===== src/rtl/fetch_decode_reg_pkg.sv =====
// Shared fetch/decode constants: address and instruction widths, the NOP
// encoding shown to decode when nothing valid is in ID, and the PC types.
package fetch_decode_reg_pkg;

  localparam int ADDR_W  = 14;
  localparam int INSTR_W = 16;

  // Bubble encoding presented on id_instr whenever id_valid is low
  localparam logic [INSTR_W-1:0] NOP_INSTR = 16'h0000;

  // Width of the PC+1 adder; the return address wraps modulo 2^PC_INC_W
  localparam int PC_INC_W = ADDR_W;

  typedef logic [ADDR_W-1:0]  pc_t;
  typedef logic [INSTR_W-1:0] instr_t;

endpackage


===== src/rtl/fetch_decode_reg_hold.sv =====
// One-entry hold buffer for the IF/ID register. Program memory only drives
// valid data in the cycle after an enabled read, so when a stall starts the
// returning word is parked here and replayed when the pipeline advances.
module instr_hold_buffer #(
  parameter int                  INSTR_W   = fetch_decode_reg_pkg::INSTR_W,
  parameter logic [INSTR_W-1:0]  NOP_INSTR = fetch_decode_reg_pkg::NOP_INSTR
) (
  input  logic               clock,
  input  logic               nreset,
  input  logic               flush_i,
  input  logic               stall_i,
  input  logic               req_valid_i,
  input  logic [INSTR_W-1:0] rdata_i,
  output logic               hold_valid_o,
  output logic [INSTR_W-1:0] src_instr_o
);

  logic               hold_valid_q, hold_valid_d;
  logic [INSTR_W-1:0] hold_instr_q, hold_instr_d;

  // Capture once at the start of a stall; flush or advance empties the buffer
  always_comb begin
    hold_valid_d = hold_valid_q;
    hold_instr_d = hold_instr_q;
    if (flush_i || !stall_i) begin
      hold_valid_d = 1'b0;
    end else if (req_valid_i && !hold_valid_q) begin
      hold_valid_d = 1'b1;
      hold_instr_d = rdata_i;
    end
  end

  // Buffer state register
  always_ff @(posedge clock or negedge nreset) begin
    if (!nreset) begin
      hold_valid_q <= 1'b0;
      hold_instr_q <= NOP_INSTR;
    end else begin
      hold_valid_q <= hold_valid_d;
      hold_instr_q <= hold_instr_d;
    end
  end

  // Held word takes precedence over whatever memory is driving now
  assign src_instr_o  = hold_valid_q ? hold_instr_q : rdata_i;
  assign hold_valid_o = hold_valid_q;

endmodule


===== src/rtl/fetch_decode_reg.sv =====
// IF/ID pipeline register. Pairs each synchronous program-memory word with
// the PC that fetched it and presents instruction, PC and PC+1 to decode.
// Per-edge priority: flush > stall > advance.
module fetch_decode_reg #(
  parameter int                 ADDR_W    = fetch_decode_reg_pkg::ADDR_W,
  parameter int                 INSTR_W   = fetch_decode_reg_pkg::INSTR_W,
  parameter logic [INSTR_W-1:0] NOP_INSTR = fetch_decode_reg_pkg::NOP_INSTR
) (
  input  logic               clock,
  input  logic               nreset,
  input  logic               stall,
  input  logic               flush,
  input  logic [ADDR_W-1:0]  fetch_addr,
  input  logic [INSTR_W-1:0] prog_mem_rdata,
  output logic               prog_mem_rd_en,
  output logic               id_valid,
  output logic [INSTR_W-1:0] id_instr,
  output logic [ADDR_W-1:0]  id_pc,
  output logic [ADDR_W-1:0]  id_next_pc
);

  // Read issued last cycle; its data is on prog_mem_rdata this cycle
  logic               req_valid_q, req_valid_d;
  logic [ADDR_W-1:0]  req_pc_q,    req_pc_d;

  logic               id_valid_q,  id_valid_d;
  logic [INSTR_W-1:0] id_instr_q,  id_instr_d;
  logic [ADDR_W-1:0]  id_pc_q,     id_pc_d;
  logic [ADDR_W-1:0]  id_next_q,   id_next_d;

  logic               hold_valid;
  logic [INSTR_W-1:0] src_instr;

  instr_hold_buffer #(
    .INSTR_W   (INSTR_W),
    .NOP_INSTR (NOP_INSTR)
  ) u_hold (
    .clock        (clock),
    .nreset       (nreset),
    .flush_i      (flush),
    .stall_i      (stall),
    .req_valid_i  (req_valid_q),
    .rdata_i      (prog_mem_rdata),
    .hold_valid_o (hold_valid),
    .src_instr_o  (src_instr)
  );

  // Next-state for request tracking and ID registers under flush/stall/advance
  always_comb begin
    req_valid_d = req_valid_q;
    req_pc_d    = req_pc_q;
    id_valid_d  = id_valid_q;
    id_instr_d  = id_instr_q;
    id_pc_d     = id_pc_q;
    id_next_d   = id_next_q;
    if (flush) begin
      // Wrong-path read in flight is dropped; id_pc/id_next_pc keep their values
      req_valid_d = 1'b0;
      id_valid_d  = 1'b0;
      id_instr_d  = NOP_INSTR;
    end else if (!stall) begin
      id_valid_d  = req_valid_q;
      id_instr_d  = req_valid_q ? src_instr : NOP_INSTR;
      id_pc_d     = req_pc_q;
      id_next_d   = req_pc_q + ADDR_W'(1);
      req_valid_d = 1'b1;
      req_pc_d    = fetch_addr;
    end
  end

  // State registers; reset discards everything immediately
  always_ff @(posedge clock or negedge nreset) begin
    if (!nreset) begin
      req_valid_q <= 1'b0;
      req_pc_q    <= '0;
      id_valid_q  <= 1'b0;
      id_instr_q  <= NOP_INSTR;
      id_pc_q     <= '0;
      id_next_q   <= ADDR_W'(1);
    end else begin
      req_valid_q <= req_valid_d;
      req_pc_q    <= req_pc_d;
      id_valid_q  <= id_valid_d;
      id_instr_q  <= id_instr_d;
      id_pc_q     <= id_pc_d;
      id_next_q   <= id_next_d;
    end
  end

  // A stalled fetch must not consume a read slot
  assign prog_mem_rd_en = !stall;
  assign id_valid       = id_valid_q;
  assign id_instr       = id_instr_q;
  assign id_pc          = id_pc_q;
  assign id_next_pc     = id_next_q;

endmodule


===== config.mk =====
export PLATFORM = sky130hd
export DESIGN_NAME = fetch_decode_reg
export DESIGN_NICKNAME = d
export VERILOG_FILES = /design/src/rtl/fetch_decode_reg_pkg.sv /design/src/rtl/fetch_decode_reg_hold.sv /design/src/rtl/fetch_decode_reg.sv
export SDC_FILE = /design/constraint.sdc
export NUM_CORES = 1
export LEC_CHECK = 0
export CAP_MARGIN = 20
export CORE_MARGIN = 2
export CORE_UTILIZATION = 39
export CTS_CLUSTER_DIAMETER = 30
export DETAILED_ROUTE_END_ITERATION = 10
export PLACE_DENSITY = 0.68
export SLEW_MARGIN = 20
export SYNTH_ARGS = -nofsm -noshare
export SYNTH_HDL_FRONTEND = slang
export SYNTH_SLANG_ARGS = --single-unit
export TNS_END_PERCENT = 10

===== constraint.sdc =====
create_clock -name clock -period 2.1 [get_ports clock]
set_input_delay 0.21 -clock clock [delete_from_list [all_inputs] [get_ports clock]]
set_output_delay 0.21 -clock clock [all_outputs]
set_load 0.03 [all_outputs]

==> results of run 1 <==
[what timing repair did]
action | in CTS | in global routing
hold buffers | 1 | 0
endpoints found under the hold margin | 35 | 0
gates resized for setup | 0 | 0
[layout make-up]
type | instances | area [sq um]
Inverter | 4 | 15.01
Fill cell | 772 | 3736
Clock inverter | 4 | 70.07
Sequential cell | 77 | 1928
Clock buffer | 12 | 155.1
Multi-Input combinational cell | 219 | 1285
Timing Repair Buffer | 88 | 895.9
Tap cell | 105 | 131.4
[per-layer routing]
layer | routed length [um] | vias up
met5 | 0 | -
met4 | 124 | 0
met3 | 411 | 11
met2 | 3345 | 65
met1 | 3484 | 1201
li1 | - | 1233
[cells by family after synthesis]
group	after synthesis	share of synthesized area [%]
mux	32	11.43
compound gates	44	7.567
buf+inv	21	3.064
flops	77	58.30
fa+ha+maj	1	0.3783
xor+xnor	4	1.060
simple gates	138	18.20
[synth_stat cells]
| library cell | count |
|---|---|
| a21oi_1 | 1 |
| a31oi_1 | 7 |
| buf_1 | 4 |
| buf_2 | 6 |
| buf_6 | 2 |
| clkbuf_1 | 5 |
| dfrtp_1 | 76 |
| dfstp_2 | 1 |
| ha_1 | 1 |
| inv_1 | 4 |
| mux2_1 | 1 |
| mux2_2 | 5 |
| mux2_4 | 10 |
| mux2i_1 | 16 |
| nand2_1 | 107 |
| nand3_1 | 5 |
| nand3_2 | 1 |
| nand4_1 | 3 |
| nand4_2 | 1 |
| nor2_1 | 7 |
| nor2b_1 | 1 |
| nor4_4 | 1 |
| o211ai_1 | 3 |
| o21a_1 | 2 |
| o21ai_0 | 28 |
| o311ai_0 | 1 |
| o31ai_1 | 2 |
| or2_2 | 1 |
| or3_1 | 7 |
| or4_1 | 4 |
| xnor2_1 | 2 |
| xor2_1 | 2 |
[registers in the layout (all words and copies together), names as in the netlist]
| name | flops |
|---|---|
| id_pc | 14 |
| id_instr | 16 |
| id_valid | 1 |
| u_hold.hold_valid_o | 1 |
| req_pc_q | 14 |
| id_next_pc | 14 |
| req_valid_q | 1 |
| u_hold.hold_instr_q | 16 |
[worst max path at each step]
stage,slack (ns),endpoint,startpoint
global placement,0.33,id_next_pc[3],stall
global route,0.27,id_next_pc[9],req_pc_q[5]
detailed placement,0.27,id_instr[7],flush
finish,0.35,id_next_pc[0],id_next_pc[0]
CTS,0.32,id_next_pc[0],id_next_pc[0]
floorplan,0.52,u_hold.hold_instr_q[10],u_hold.hold_valid_o
[cell usage in the layout, fill, tap and decap left out, drive strengths merged]
cell           count
nor4               1
nand2            107
nor2               7
mux2i             16
nand4              4
buf                9
dfrtp             76
o31ai              2
dfstp              1
bufinv             2
mux2              16
or4                4
clkdlybuf4s50     78
inv                4
a31oi              7
o21ai             28
nand3              6
clkinv             2
o211ai             3
xnor2              2
or3                7
nor2b              1
or2                1
o311ai             1
o21a               2
clkbuf            12
dlygate4sd3        1
xor2               2
a21oi              1
ha                 1
[through the flow]
step	instances	area [sq um]	total power [W]	util, %
3_5_place_dp	492	4245	0.002781	51.67
5_1_grt	509	4481	0.004213	54.53
4_1_cts	509	4481	0.004053	54.53
3_3_place_gp	492	4245	0.002761	51.67
6_report	509	4481	0.004005	54.53
2_1_floorplan	317	3307	0.002367	-
[where the power goes]
group          switching, W  leakage, nW  internal [W]  total [W]
Combinational      0.000468        0.884      0.000424   0.000892
Sequential         0.000159        0.967       0.00170    0.00186
Clock              0.000522        0.116      0.000731    0.00125
Total               0.00115         1.97       0.00285    0.00400
==> results.py, run 1 <==
metrics = {
    "drt": {
        "vias": 2510,
        "drtPass1Iterations": 4,
        "drt_iter0_drc": 56,
        "via_per_inst": 4.931,
        "routed_wl_um": 7365,
        "wl_per_cell_um": 14.47,
        "ant_nets": 0,
        "drc": 0,
    },
    "setup_path": {
        "crit_path_cell_trace": "clkdlybuf4s50_1",
        "critPathBufInv": 1,
        "critical_path_class": "reg -> out",
        "slowest_stage": "clkdlybuf4s50_1",
        "r2r_start": "req_pc_q[0]",
        "crit_arrival_ns": 1.54,
        "r2r_slack_ns": 0.39,
        "cpPeakStageDelay_ns": 0.66,
        "cp_data_required_time_ns": 1.89,
        "worstSetupPathDepth": 1,
        "critPathTopFamily": "buffers and inverters",
        "reg2reg_depth": 4,
        "end_kind": "output port",
        "r2r_end": "id_next_pc[10]",
        "path_max_fanout": 2,
        "cp-start-kind": "flop",
    },
    "sta": {
        "fin_crit_sh_pct": 83.20,
        "tightest_slew_ns": 0.6951,
        "fin_ws_ns": 0.3528,
        "tns_ns": 0,
        "rsz0062_at_grt": "false",
        "fin_crit_ns": 1.747,
        "drv_slew": 0,
        "relSlewSlack_pct": 53.66,
        "fmax_ghz": 0.5723,
        "fin_skew_ns": 0.003850,
        "setup_violations": 0,
        "holdWs_ns": 0.3707,
        "hold_violations": 0,
    },
    "global_routing": {
        "use_met2_pct": 26.68,
        "antenna_found_initial": 0,
        "grt_overflow": 0,
        "met3_usage_pct": 4.307,
        "grt_pass1_wl_um": 12030,
        "grt_pass1_vias": 2450,
        "gr-usage-met1_pct": 22.85,
        "grt_max_degree": 48,
        "busiest_layer": "met2",
        "track_usage_pct": 17.10,
    },
    "synth": {
        "synth_nets": 352,
        "synth_area_leaders": "dfrtp_1 (58%), nand2_1 (12%), mux2i_1 (4.8%)",
        "synth-seq-cells": 77,
        "syn_area_sq_mm": 0.003307,
        "ys_seq_area_share_pct": 58.30,
        "synth_top_area_share_pct": 57.51,
        "syn-instance-count": 317,
        "avgSynthCellArea_sq_um": 10.43,
        "synth_cell_types": 32,
        "yosys_warnings": 0,
        "synth.largest_area_cell": "dfrtp_1",
    },
    "clock_network": {
        "cts_tree": "built",
        "clock_latency_ns": 0.34,
        "numCtsBuffers": 9,
        "path_clk_slew_ns": 0.08,
        "htree_levels": 3,
        "cts.path.max_buffers": 2,
        "cts_num_sinks": 77,
        "clockRootBuffer": "clkbuf_8",
        "cts_setup_buffers": 0,
    },
    "floorplanning": {
        "std_cell_rows": 33,
        "die_area_sq_mm": 0.009232,
        "dieHeight_um": 96.09,
        "core-area_sq_mm": 0.008217,
        "ios": 80,
        "die_w_um": 96.09,
        "start_util_pct": 40.25,
    },
    "placement": {
        "numPortBuffers": 79,
        "place_ws_ns": 0.2727,
        "dp_hpwl_um": 4895,
        "globalplace.congestion": 0.7692,
    },
    "power": {
        "p_leak_nw": 1.967,
        "p_per_area_mw_per_mm2": 893.8,
        "peakVddDrop_mv": 0.4039,
    },
    "outcome": {
        "status": "finished clean",
    },
    "hold_path": {
        "hold_class": "in -> async",
    },
    "cells_and_area": {
        "drive_gt1_share_pct": 11.14,
        "finish.net_count": 434,
        "areaGrowthSynthToFinish_pct": 35.49,
        "diodes": 0,
    },
    "job": {
        "drv_cap": 0,
    },
}
Power figures use the tool's default switching activity.
==> run 2, diff against run 1 <==
--- a/config.mk
+++ b/config.mk
@@ -10,7 +10,7 @@
 export CORE_UTILIZATION = 39
 export CTS_CLUSTER_DIAMETER = 30
 export DETAILED_ROUTE_END_ITERATION = 10
-export PLACE_DENSITY = 0.68
+export PLACE_DENSITY = 0.71
 export SLEW_MARGIN = 20
 export SYNTH_ARGS = -nofsm -noshare
 export SYNTH_HDL_FRONTEND = slang
==> constraint.sdc (replaced) <==
create_clock -name clock -period 1.55 [get_ports clock]
set_input_delay 0.155 -clock clock [delete_from_list [all_inputs] [get_ports clock]]
set_output_delay 0.155 -clock clock [all_outputs]
set_load 0.03 [all_outputs]
==> run 2 against run 1 <==
Effect of this change:
- combinational power is 36% higher
- register-to-register slack worse by 0.29 ns
- critical path depth is 4 higher
- die area stayed put
- largest power group unchanged
- sequential power is 34% higher
- utilization is 2.1 points higher
- first-iteration DRC count is 5.4% lower
- setup slack worse by 0.26 ns
- sequential share of layout area is 1.6 points lower
- clock-buffer cell count is 2 lower
==> results.py, run 2 (same netlist as run 1, synthesis figures left out) <==
metrics = {
    "setup_path": {
        "crit_path_cell_trace": "ha_2, nand3_4, buf_4, or3_1, a31oi_1",
        "cp_data_required_time_ns": 1.81,
        "critical_path_class": "reg -> reg",
        "slowest_stage": "dfrtp_1",
        "path_max_fanout": 6,
        "crit_arrival_ns": 1.72,
        "cpPeakStageDelay_ns": 0.36,
        "end_kind": "flop",
        "cp-start-kind": "flop",
    },
    "clock_network": {
        "path_clk_slew_ns": 0.08,
        "htree_levels": 3,
        "cts_setup_buffers": 0,
        "clockRootBuffer": "clkbuf_8",
        "clock_latency_ns": 0.34,
        "cts_tree": "built",
        "numCtsBuffers": 9,
        "cts_num_sinks": 77,
        "cts.path.max_buffers": 2,
    },
    "global_routing": {
        "grt_pass1_vias": 2612,
        "grt_max_degree": 40,
        "grt_overflow": 0,
        "antenna_found_initial": 0,
        "grt_pass1_wl_um": 12610,
        "track_usage_pct": 17.98,
    },
    "cells_and_area": {
        "final_cells": 526,
        "layout_common_cells": "nand2_1 (107), dfrtp_1 (76), clkdlybuf4s50_1 (32)",
        "final_common_cell": "nand2_1",
        "areaGrowthSynthToFinish_pct": 40.71,
        "finish.net_count": 451,
        "final_core_util_pct": 56.63,
        "drive_gt1_share_pct": 15.44,
        "diodes": 0,
        "final_cell_area_sq_mm": 0.004653,
    },
    "drt": {
        "ant_nets": 0,
        "via_per_inst": 4.913,
        "drt_iter0_drc": 53,
        "drtPass1Iterations": 4,
        "routed_wl_um": 7656,
        "wl_per_cell_um": 14.56,
        "vias": 2584,
        "drc": 0,
    },
    "floorplanning": {
        "core-area_sq_mm": 0.008217,
        "ios": 80,
        "start_util_pct": 40.25,
        "std_cell_rows": 33,
        "die_area_sq_mm": 0.009232,
        "die_w_um": 96.09,
        "dieHeight_um": 96.09,
    },
    "sta": {
        "fin_skew_ns": 0.006042,
        "fin_crit_ns": 1.452,
        "relSlewSlack_pct": 76.77,
        "drv_slew": 0,
        "hold_violations": 0,
        "rsz0062_at_grt": "true",
        "tns_ns": 0,
        "fmax_ghz": 0.6886,
        "tightest_slew_ns": 0.3498,
        "setup_violations": 0,
        "holdWs_ns": 0.2422,
        "fin_crit_sh_pct": 93.69,
    },
    "hold_path": {
        "hold_class": "in -> async",
    },
    "power": {
        "p_leak_nw": 2.457,
        "p_per_area_mw_per_mm2": 1159,
        "peakVddDrop_mv": 0.5672,
    },
    "placement": {
        "dp_hpwl_um": 5383,
        "dpl_cell_area_sq_mm": 0.004383,
        "numPortBuffers": 79,
        "placed_cells": 509,
        "globalplace.congestion": 0.7788,
    },
    "outcome": {
        "status": "finished clean",
    },
    "job": {
        "drv_cap": 0,
    },
}
## run 2: cell types whose count changed in the layout (fill, tap and decap cells not counted), moves of 17 or more
cell             previous run  this run
dlymetal6s2s_1              0        22
buf_4                       6        23
clkdlybuf4s50_1            78        32
dlygate4sd2_1               0        23
## run 2: worst max-delay path: cells and delay by family, from the launching register on
family	cells	cell delay (ns)
AND/OR/NAND/NOR	2	0.45
flip-flops	1	0.36
buffers and inverters	1	0.17
AO/OA/AOI/OAI	1	0.18
adder cells (fa/ha/maj)	1	0.22
## run 2: what timing repair did
action / 4_1_cts / 5_1_grt
endpoints found under the hold margin: 21 / 0
endpoints found under the setup margin: 23 / 26
pin swaps: 0 / 1
gates cloned: 0 / 0
gates resized for setup: 23 / 25
hold buffers: 1 / 0
## run 2: layout make-up
class                           count  area [sq um]
Sequential cell                    77          1928
Clock buffer                       10         137.6
Tap cell                          105         131.4
Inverter                            4         15.01
Timing Repair Buffer              105          1060
Fill cell                         749          3563
Clock inverter                      6         86.33
Multi-Input combinational cell    219          1295
## run 2: path summary, 6_finish.rpt
kind	start	end	slack, ns	depth (start not counted)
max reg2reg	req_pc_q[0]	id_next_pc[8]	0.1	5
max in group asynchronous	nreset	id_instr[10]	0.73	3
min reg2reg	id_instr[12]	id_instr[12]	0.47	2
max	req_pc_q[0]	id_next_pc[8]	0.1	5
min	nreset	id_instr[1]	0.24	2
min in group clock	fetch_addr[3]	req_pc_q[3]	0.33	3
## run 2: report_power, final
| part | total [W] | switching (W) | internal [W] |
|---|---|---|---|
| Clock | 0.00168 | 0.000735 | 0.000947 |
| Sequential | 0.00250 | 0.000195 | 0.00230 |
| Combinational | 0.00121 | 0.000669 | 0.000544 |
## run 2: metal layers
metal / GRT usage (%) / wire (um)
met1: 22.62 / 3382
met3: 4.307 / 495
met4: 6.429 / 107
met2: 30.15 / 3670
met5: 0 / 0
## run 2: per-stage QoR
stage                     setup slack, ns  power [W]
after floorplan                   0.01422   0.003207
final                             0.09777   0.005392
after detailed placement          -0.1442   0.003830
after global placement            -0.1243   0.003798
after global routing             -0.02496   0.005669
after CTS                        0.001087   0.005463
==> run 3, diff against run 2 <==
--- a/config.mk
+++ b/config.mk
@@ -6,7 +6,7 @@
 export NUM_CORES = 1
 export LEC_CHECK = 0
 export CAP_MARGIN = 20
-export CORE_MARGIN = 2
+export CORE_MARGIN = 5
 export CORE_UTILIZATION = 39
 export CTS_CLUSTER_DIAMETER = 30
 export DETAILED_ROUTE_END_ITERATION = 10
==> run 3 against run 2 <==
Effect of this change:
- die area is 13% higher
- clock skew up 0.0023 ns
- largest cell class unchanged
- largest power group unchanged
- global-route usage down 2.0 points
==> results.py, run 3 (same netlist as run 1, synthesis figures left out) <==
metrics = {
    "sta": {
        "relSlewSlack_pct": 68.45,
        "tightest_slew_ns": 0.4732,
        "setup_violations": 0,
        "fin_crit_sh_pct": 94.88,
        "fin_skew_ns": 0.008305,
        "drv_slew": 0,
        "fmax_ghz": 0.6800,
        "hold_violations": 0,
        "fin_ws_ns": 0.07937,
        "fin_crit_ns": 1.471,
        "rsz0062_at_grt": "true",
    },
    "clock_network": {
        "numCtsBuffers": 9,
        "cts.path.max_buffers": 2,
        "cts_tree": "built",
        "htree_levels": 3,
        "cts_num_sinks": 77,
        "cts_setup_buffers": 0,
        "path_clk_slew_ns": 0.08,
        "clock_latency_ns": 0.34,
        "clockRootBuffer": "clkbuf_8",
    },
    "drt": {
        "wl_met2_um": 3589,
        "ant_nets": 0,
        "drc": 0,
        "routed_wl_um": 7736,
        "drt_iter0_drc": 87,
        "wl_met3_um": 565,
        "wl_met1_um": 3505,
        "top_layer_used": "met4",
        "wl_per_cell_um": 14.85,
        "drtPass1Iterations": 4,
        "via_per_inst": 4.979,
        "vias": 2594,
    },
    "floorplanning": {
        "die_area_sq_mm": 0.01042,
        "core-area_sq_mm": 0.008258,
        "std_cell_rows": 33,
        "dieHeight_um": 102.1,
        "ios": 80,
        "die_w_um": 102.1,
        "start_util_pct": 40.05,
    },
    "hold_path": {
        "hold_class": "in -> async",
    },
    "placement": {
        "globalplace.congestion": 0.8301,
        "place_ws_ns": -0.1972,
        "dp_hpwl_um": 5317,
        "numPortBuffers": 79,
        "dpl_cell_area_sq_mm": 0.004378,
    },
    "global_routing": {
        "grt_overflow": 0,
        "antenna_found_initial": 0,
        "grt_pass1_vias": 2687,
        "grt_pass1_wl_um": 13090,
        "track_usage_pct": 15.93,
        "grt_max_degree": 37,
    },
    "cells_and_area": {
        "final_common_cell": "nand2_1",
        "areaGrowthSynthToFinish_pct": 39.08,
        "drive_gt1_share_pct": 14.42,
        "final_cell_area_sq_mm": 0.004599,
        "diodes": 0,
        "finish.net_count": 447,
        "layout_common_cells": "nand2_1 (107), dfrtp_1 (75), dlygate4sd2_1 (36)",
        "final_core_util_pct": 55.70,
        "fill_cells": 751,
    },
    "power": {
        "peakVddDrop_mv": 0.5685,
        "power_w": 0.005339,
        "p_leak_nw": 2.280,
        "p_per_area_mw_per_mm2": 1161,
    },
    "job": {
        "drv_cap": 0,
    },
    "setup_path": {
        "critical_path_class": "reg -> reg",
        "slowest_stage": "or4_1",
        "cp_data_required_time_ns": 1.82,
        "cp-start-kind": "flop",
        "path_max_fanout": 6,
        "end_kind": "flop",
        "critPathLaunch": "req_pc_q[1]",
        "r2r_end": "id_next_pc[10]",
        "crit_end": "id_next_pc[10]",
        "cpPeakStageDelay_ns": 0.52,
        "r2r_start": "req_pc_q[1]",
        "crit_arrival_ns": 1.74,
        "r2r_slack_ns": 0.08,
        "reg2reg_depth": 4,
        "crit_path_cell_trace": "ha_2, nand3_4, or4_1, a31oi_1",
    },
    "outcome": {
        "status": "finished clean",
    },
}
[run 3: cell types whose count changed in the layout (fill, tap and decap cells not counted), sizes merged]
cell / previous run / this run
dlygate4sd2: 23 / 36
buf: 27 / 23
dlymetal6s2s: 22 / 9
clkbuf: 10 / 11
clkinv: 3 / 1
[run 3: final cells by class]
class	instances	area (sq um)	area share, %
Inverter	4	15.01	0.3264
Sequential cell	77	1929	41.95
Clock inverter	4	72.57	1.578
Multi-Input combinational cell	219	1304	28.35
Tap cell	105	131.4	2.856
Clock buffer	11	141.4	3.074
Timing Repair Buffer	101	1006	21.87
[run 3: per-stage QoR]
step           std cells   TNS, ns  hold slack [ns]
2_1_floorplan        317         0          -0.1406
3_3_place_gp         505    -3.460           0.1487
3_5_place_dp         505    -5.267           0.1497
4_1_cts              521         0           0.3099
5_1_grt              521  -0.04124           0.3284
6_report             521         0           0.3151
[run 3: per-layer routing]
metal  vias to the layer above  global-route usage [%]
met1                      1239                   21.27
met3                        11                   5.188
li1                       1262                       -
met2                        82                   25.29
met4                         0                   3.935
met5                         -                       0
[run 3: how the worst min path moves through the flow]
stage / startpoint / endpoint / slack, ns
3_3_place_gp: nreset / id_valid / 0.15
2_1_floorplan: nreset / id_instr[0] / -0.14
6_report: nreset / id_instr[0] / 0.32
5_1_grt: fetch_addr[10] / req_pc_q[10] / 0.33
3_5_place_dp: nreset / id_instr[14] / 0.15
4_1_cts: nreset / id_instr[11] / 0.31
[run 3: where the power goes]
group,internal (W),total [W],switching (W)
Clock,0.000940,0.00164,0.000700
Combinational,0.000526,0.00120,0.000673
Sequential,0.00230,0.00250,0.000198
Total,0.00377,0.00534,0.00157
[run 3: what timing repair did]
item | 4_1_cts | 5_1_grt
hold endpoints to repair | 33 | 0
endpoints found under the setup margin | 36 | 14
hold buffers | 1 | 0
gates resized for setup | 36 | 13
[run 3: critical path, delay by kind of cell, from the launching register on]
family                   cells  cell delay (ns)
AND/OR/NAND/NOR              2             0.64
flip-flops                   1             0.36
adder cells (fa/ha/maj)      1             0.22
AO/OA/AOI/OAI                1             0.17
